==> src/rtl/clint_timer.sv <==
// CLINT subset: free-running 64-bit mtime with prescaler, mtimecmp compare and msip,
// exposed through a single-beat request/ack register window.
module clint_timer #(
    parameter int PRESCALE   = 1,
    parameter int ADDR_WIDTH = 5
) (
    input  logic                  i_clk,
    input  logic                  i_rst_n,
    input  logic                  i_req,
    input  logic                  i_we,
    input  logic [ADDR_WIDTH-1:0] i_addr,
    input  logic [31:0]           i_wdata,
    input  logic [3:0]            i_wstrb,
    output logic                  o_ack,
    output logic [31:0]           o_rdata,
    output logic                  o_timer_interrupt,
    output logic                  o_software_interrupt
);

    localparam int CW = $clog2(PRESCALE) + 1;
    localparam int WW = ADDR_WIDTH - 2;
    localparam logic [CW-1:0] LAST_COUNT = CW'(PRESCALE - 1);

    logic [CW-1:0] pre_count;
    logic          tick;
    logic [63:0]   mtime;
    logic [63:0]   mtimecmp;
    logic          msip;
    logic [WW-1:0] word;
    logic          wr;
    logic          wr_msip, wr_cmp_lo, wr_cmp_hi, wr_time_lo, wr_time_hi;
    logic [31:0]   rd_value;
    logic          unused_addr_bits;

    function automatic logic [31:0] merge_bytes(input logic [31:0] old_val,
                                                input logic [31:0] new_val,
                                                input logic [3:0]  strb);
        logic [31:0] result;
        result = old_val;
        for (int b = 0; b < 4; b++) begin
            if (strb[b]) result[b*8 +: 8] = new_val[b*8 +: 8];
        end
        return result;
    endfunction

    assign word             = i_addr[ADDR_WIDTH-1:2];
    assign unused_addr_bits = ^i_addr[1:0];
    assign tick             = (pre_count == LAST_COUNT);
    assign wr               = i_req && i_we;
    assign wr_msip          = wr && (word == WW'(0));
    assign wr_cmp_lo        = wr && (word == WW'(1));
    assign wr_cmp_hi        = wr && (word == WW'(2));
    assign wr_time_lo       = wr && (word == WW'(3));
    assign wr_time_hi       = wr && (word == WW'(4));

    always_comb begin
        rd_value = '0;
        if      (word == WW'(0)) rd_value = {31'd0, msip};
        else if (word == WW'(1)) rd_value = mtimecmp[31:0];
        else if (word == WW'(2)) rd_value = mtimecmp[63:32];
        else if (word == WW'(3)) rd_value = mtime[31:0];
        else if (word == WW'(4)) rd_value = mtime[63:32];
    end

    always_ff @(posedge i_clk or negedge i_rst_n) begin
        if (!i_rst_n) begin
            pre_count <= '0;
        end else begin
            pre_count <= tick ? '0 : pre_count + 1'b1;
        end
    end

    // A software write to either half of mtime suppresses that cycle's tick entirely.
    always_ff @(posedge i_clk or negedge i_rst_n) begin
        if (!i_rst_n) begin
            mtime <= '0;
        end else if (wr_time_lo) begin
            mtime <= {mtime[63:32], merge_bytes(mtime[31:0], i_wdata, i_wstrb)};
        end else if (wr_time_hi) begin
            mtime <= {merge_bytes(mtime[63:32], i_wdata, i_wstrb), mtime[31:0]};
        end else if (tick) begin
            mtime <= mtime + 64'd1;
        end
    end

    always_ff @(posedge i_clk or negedge i_rst_n) begin
        if (!i_rst_n) begin
            mtimecmp <= '1;
            msip     <= 1'b0;
        end else begin
            if (wr_cmp_lo) mtimecmp[31:0]  <= merge_bytes(mtimecmp[31:0], i_wdata, i_wstrb);
            if (wr_cmp_hi) mtimecmp[63:32] <= merge_bytes(mtimecmp[63:32], i_wdata, i_wstrb);
            if (wr_msip && i_wstrb[0]) msip <= i_wdata[0];
        end
    end

    always_ff @(posedge i_clk or negedge i_rst_n) begin
        if (!i_rst_n) begin
            o_ack                <= 1'b0;
            o_rdata              <= '0;
            o_timer_interrupt    <= 1'b0;
            o_software_interrupt <= 1'b0;
        end else begin
            o_ack                <= i_req;
            o_rdata              <= (i_req && !i_we) ? rd_value : '0;
            o_timer_interrupt    <= (mtime >= mtimecmp);
            o_software_interrupt <= msip;
        end
    end

endmodule

==> config.mk <==
export PLATFORM = sky130hd
export DESIGN_NAME = clint_timer
export DESIGN_NICKNAME = d
export VERILOG_FILES = /design/src/rtl/clint_timer.sv
export SDC_FILE = /design/constraint.sdc
export NUM_CORES = 1
export LEC_CHECK = 0
export CAP_MARGIN = 20
export CORE_MARGIN = 5
export CORE_UTILIZATION = 54
export DETAILED_ROUTE_END_ITERATION = 12
export PLACE_DENSITY_LB_ADDON = 0.3
export SLEW_MARGIN = 0
export SYNTH_ARGS = -nofsm -noshare
export SYNTH_HDL_FRONTEND = slang
export SYNTH_SLANG_ARGS = --single-unit
==> constraint.sdc <==
create_clock -name i_clk -period 2.12 [get_ports i_clk]
set_clock_uncertainty 0.2 [all_clocks]
set_input_delay 0.424 -clock i_clk [delete_from_list [all_inputs] [get_ports i_clk]]
set_output_delay 0.424 -clock i_clk [all_outputs]
set_load 0.03 [all_outputs]
==> Word level (Yosys, flattened, before mapping) <==
Index checks and enable logic that the tools add are counted.
{ "classes": {"add_sub_neg": 2, "n_lt_le_gt_ge": 1, "n_eq_ne": 15, "muxes": 14, "bitwise_logic": 1, "n_reduce_logical": 26} }
{ "op_table": {"columns": ["operator", "n"], "rows": [
  ["32-bit 2-to-1 mux", 7],
  ["64-bit 2-to-1 mux", 2],
  ["64-bit by 1-bit adder with 64-bit output (second input constant)", 1],
  ["64-bit greater-or-equal comparator", 1],
  ["8-bit 2-to-1 mux", 4],
  ["3-bit AND reduction", 8],
  ["2-bit inequality test (second input constant)", 9],
  ["2-bit AND reduction", 8],
  ["1-bit logical AND", 8],
  ["3-bit by 2-bit == test with 1-bit output (second input constant)", 2],
  ["2-bit by 1-bit inequality test with 1-bit output (second input constant)", 2],
  ["3-bit by 1-bit == test with 1-bit output (second input constant)", 1],
  ["3-bit == test (second input constant)", 1],
  ["3-bit zero test", 1],
  ["1-bit adder (second input constant)", 1],
  ["1-bit zero test", 1],
  ["1-bit 2-to-1 mux", 1],
  ["1-bit inverter", 1]
]} }
{ "totals": {"reg_bits": 165, "in_bits": 45, "out_inout_bits": 35, "word_cells": 81} }

==> Logic depth before layout (Yosys ltp) <==
{ "logic_depth": {"word_depth": 7, "mapped_depth": 9, "ltp_nobuf": 8} }

==> Worst setup path after synthesis <==
Ideal clock, no wire load.
{ "synth_timing": {"kind": "reg2reg", "start": "reg mtime[32]", "end": "reg mtime[63]", "setup_ns": 0.119, "t_arrival_ns": 2.025, "t_required_ns": 1.801, "path_slack_ns": -0.224, "path_stages_with_launch": 8, "n_path_buf": 1, "synth_period_minus_slack_ns": 2.344, "cell_sequence": "dfrtp_1 -> and4_1 -> buf_4 -> nand4_4 -> or3_1 -> or4_1 -> o22a_1 -> o21a_1"} }
{ "synth_between": {"elab_chain_cells": 3} }
{ "synth_lines": {"columns": ["element", "line_no", "rtl"], "rows": [
  ["start, declared", "26", "logic [63:0] mtime;"],
  ["start signal, assigned", "78", "mtime <= {mtime[63:32], merge_bytes(mtime[31:0], i_wdata, i_wstrb)};"],
  ["start signal, assigned", "80", "mtime <= {merge_bytes(mtime[63:32], i_wdata, i_wstrb), mtime[31:0]};"],
  ["start signal, assigned", "82", "mtime <= mtime + 64'd1;"],
  ["64-bit by 1-bit adder with 64-bit output", "82", null],
  ["64-bit 2-to-1 mux", "81", "end else if (tick) begin"],
  ["64-bit 2-to-1 mux", "79", "end else if (wr_time_hi) begin"]
]} }
Every way passes these cells. The select of a mux whose other input is x is not followed.
A chain may end at the register's enable or synchronous reset.

==> Worst setup path in the final report <==
{ "layout_timing": {"start": "reg mtime[0]", "end": "reg mtime[43]"} }
Same word-level chain as after synthesis.

==> results.md <==
- Final cell count without fillers: 1716
- Die width: 148 um
- Seq cells post-synth: 164
- Final min period: ~2.6 ns
- Drt pass-1 iters: 7
- Failing checks: setup timing
- Tcrit/Tclk final: 123%
- Number of DRC markers in iteration 0: 1761
- Via density: 6.89
- RSZ-0062 raised after global routing: yes
- Largest family of logic cells by synthesized area: compound AO/OA/AOI/OAI gates
- Cells after DPL: 1640
- Yosys warnings: 0
- Fillers: 968
- First-pass GRT wire length: 60100 um
- Worst VDD drop: roughly 0.75 mV
- P&R area growth vs syn: 51.8%
- Async set or reset register ratio after synthesis: 100%
- Post-synthesis mux area share: 6.85%
- Met2 WL post-DR: 20100 um
- Simple-Gate Fraction of Synth Area: 17.3%
- Number of global-route vias before repair: 11.3k
- Area of the multi-input gates: 0.00656 mm^2
- Initial antenna violation count: 1
- CTS max path bufs: 2
- Wl on met1: 15100 um
- MaxCap Viol Count: 0
- Top post-synthesis cells by area: dfrtp_1, dfstp_2, ha_1, mux2_2, a21oi_1
- Max_slew headroom: 57.1%
- Leak pwr: 7.02 nW
- Register area share after synthesis: about two fifths
- Top Layer Used: met4
- Clk sinks: about 160
- Synth cell count leaders: nand2_1, dfrtp_1, a21oi_1, inv_1, nor2_1
- GRT overflow: 0
- Post-synth EDFFs: 0
- Starting density of the core: 54.7%
- Root Driver: clkbuf_16
- Max Freq: 384 MHz
- Outcome: finished with violations
- Cell area after synthesis: 0.0102 mm^2
- Final setup viols: 90
- Reg clk slew, reported paths: roughly 0.07 ns
- Post-Synth Adder-Cell Area: 7.94%
- Fraction of layout cells with a size suffix above 1: ~44%
- Clock buffer count from CTS: 17
- Via count: 11.8k
- Max Fanout on Critical Path: 5
- Slew @ Worst Pin: around 0.64 ns
- Yosys top cell by area: dfrtp_1
- Complex-gate fraction of the synthesized area: 21.8%
- Die area: 0.0218 mm^2
- Final Hold Vio Count: 0
- Dpl hpwl: 25600 um
- CTS tree: built
- Worst r2r path cells: 9
- Worst hold stages: 0
- Synthesized Nets: approximately 1.2k
- Yosys cell types: 73
- Port Buffers: 77
- DRC violation count after routing: 0
- H-tree levels: 4
- Total GRT Usage: 34.7%
- Met3 WL: 4880 um
- Setup CP Type: reg -> reg
- Crit start category: register
- Routability Congestion: 0.972
- Post-synth top area share: 24.4%
- Largest net degree at the start of global routing: 90
- Hold slack: about 0.22 ns
- Final worst setup slack: -0.484 ns
- PwrDens: 886 mW/mm^2
- Nets: ~1.6k
- WP data arrival: ~2.7 ns
- Core area: between 0.015 and 0.02 mm^2
- Slew Viols, Final: 0
- Crit. End Element: register
- DR WL/cell: 25.7 um
- Post-Synthesis Mean Instance Area: 9.26 um^2
- Post-synthesis cell count: 1106
- Top FF cell, synth: dfrtp_1
- Worst Path Required: 2.23 ns
- Num rows: 50
- Post-Place Setup Slack: -0.663 ns
- Hold Path Class: reg -> reg
- Antenna-violating nets left: 0
- Total wire length: 44200 um
- Sequential Area: 0.00419 mm^2
- Height of the die: 148 um
- Clk Latency, worst-skew pair: 0.45 ns
- Post-Synth XOR/XNOR Area: 0.171%
- Top Ports: 80
- Top-count cell post-synth: nand2_1
[metrics by stage]
| step | setup TNS (ns) | util (%) | cell area, um^2 | power (mW) |
|---|---|---|---|---|
| final | -9.05 | 83.1 | 15500 | 13.8 |
| after floorplan | -0.433 | - | 10300 | 6.81 |
| after global routing | -13.07 | 83.1 | 15500 | 14.3 |
| after detailed placement | -81.92 | 71.7 | 13400 | 9.17 |
| after CTS | -1.74 | 78.5 | 14700 | 13.1 |
| after global placement | -74.46 | 71.7 | 13400 | 8.96 |
[placed cells by master (no fill, tap or decap), drive strengths merged, types with 7 or more instances in the layout]
cell type / netlist / layout
a211oi: 20 / 20
a21oi: 89 / 89
a22oi: 34 / 34
a32oi: 7 / 7
and3: 22 / 22
and4: 7 / 7
buf: 9 / 321
clkbuf: 47 / 22
clkdlybuf4s50: 0 / 72
dfrtp: 100 / 100
dfstp: 64 / 64
ha: 65 / 65
inv: 77 / 78
mux2: 57 / 57
nand2: 102 / 102
nand3: 44 / 44
nand4: 35 / 35
nor2: 74 / 74
nor3: 27 / 27
nor4: 10 / 10
o211a: 33 / 33
o211ai: 7 / 7
o21ai: 44 / 44
o22ai: 41 / 41
[final timing paths]
| kind | from | endpoint | slack [ns] |
|---|---|---|---|
| worst max register to register | mtime[0] | mtime[43] | -0.48 |
| max in group asynchronous | i_rst_n | mtimecmp[56] | 0.91 |
| worst min-delay path | msip | o_software_interrupt | 0.22 |
| worst min register to register | msip | o_software_interrupt | 0.22 |
| min in group asynchronous | i_rst_n | o_rdata[4] | 0.34 |
| worst max-delay path | mtime[0] | mtime[43] | -0.48 |
[final cells by class]
| class | instances | share of cell area (%) |
|---|---|---|
| Multi-Input combinational cell | 809 | 42.2 |
| Sequential cell | 164 | 26.9 |
| Timing Repair Buffer | 398 | 22.8 |
| Clock buffer | 22 | 3.05 |
| Tap cell | 234 | 1.88 |
| Inverter | 77 | 1.86 |
| Clock inverter | 10 | 1.26 |
| Antenna cell | 2 | 0.0322 |
[worst max-delay path, cell delays in order, from the launching register on]
cell and delay [ns]:
dfrtp_1 0.37, buf_6 0.12, nand4_1 0.26, nor3_2 0.26
buf_4 0.15, nand4_1 0.14, buf_6 0.19, or4_1 0.43
a21oi_1 0.24, a21oi_1 0.11
[power by group]
part           switching [mW]  internal [mW]
Sequential              0.510           3.93
Clock                    1.42           2.20
Combinational            3.04           2.68
[flip-flops by register name, summed over array words and instances, names as in the netlist]
name and flops:
mtime 64, o_software_interrupt 1, o_ack 1, o_timer_interrupt 1
o_rdata 32, mtimecmp 64, msip 1
[routing by layer]
layer  GRT usage, %  up-vias
li1               -     4862
met3           5.82      386
met1           43.5     5570
met4           18.7        0
met2           57.3     1010
met5              0        -
[cells by family (layout without fill, tap and decap cells)]
logic type / Yosys count / in the layout
other cells: 0 / 2
simple gates: 351 / 351
compound gates: 328 / 328
xor+xnor: 2 / 2
buf+inv: 133 / 507
flops: 164 / 164
mux: 63 / 63
fa+ha+maj: 65 / 65
[timing repair]
item,CTS,global route
setup endpoints to repair,155,93
buffers inserted,25,24
pin swaps,48,101
hold buffers,1,0
endpoints found under the hold margin,100,0
resized for setup,101,159
(Power assumes the default switching activity.)
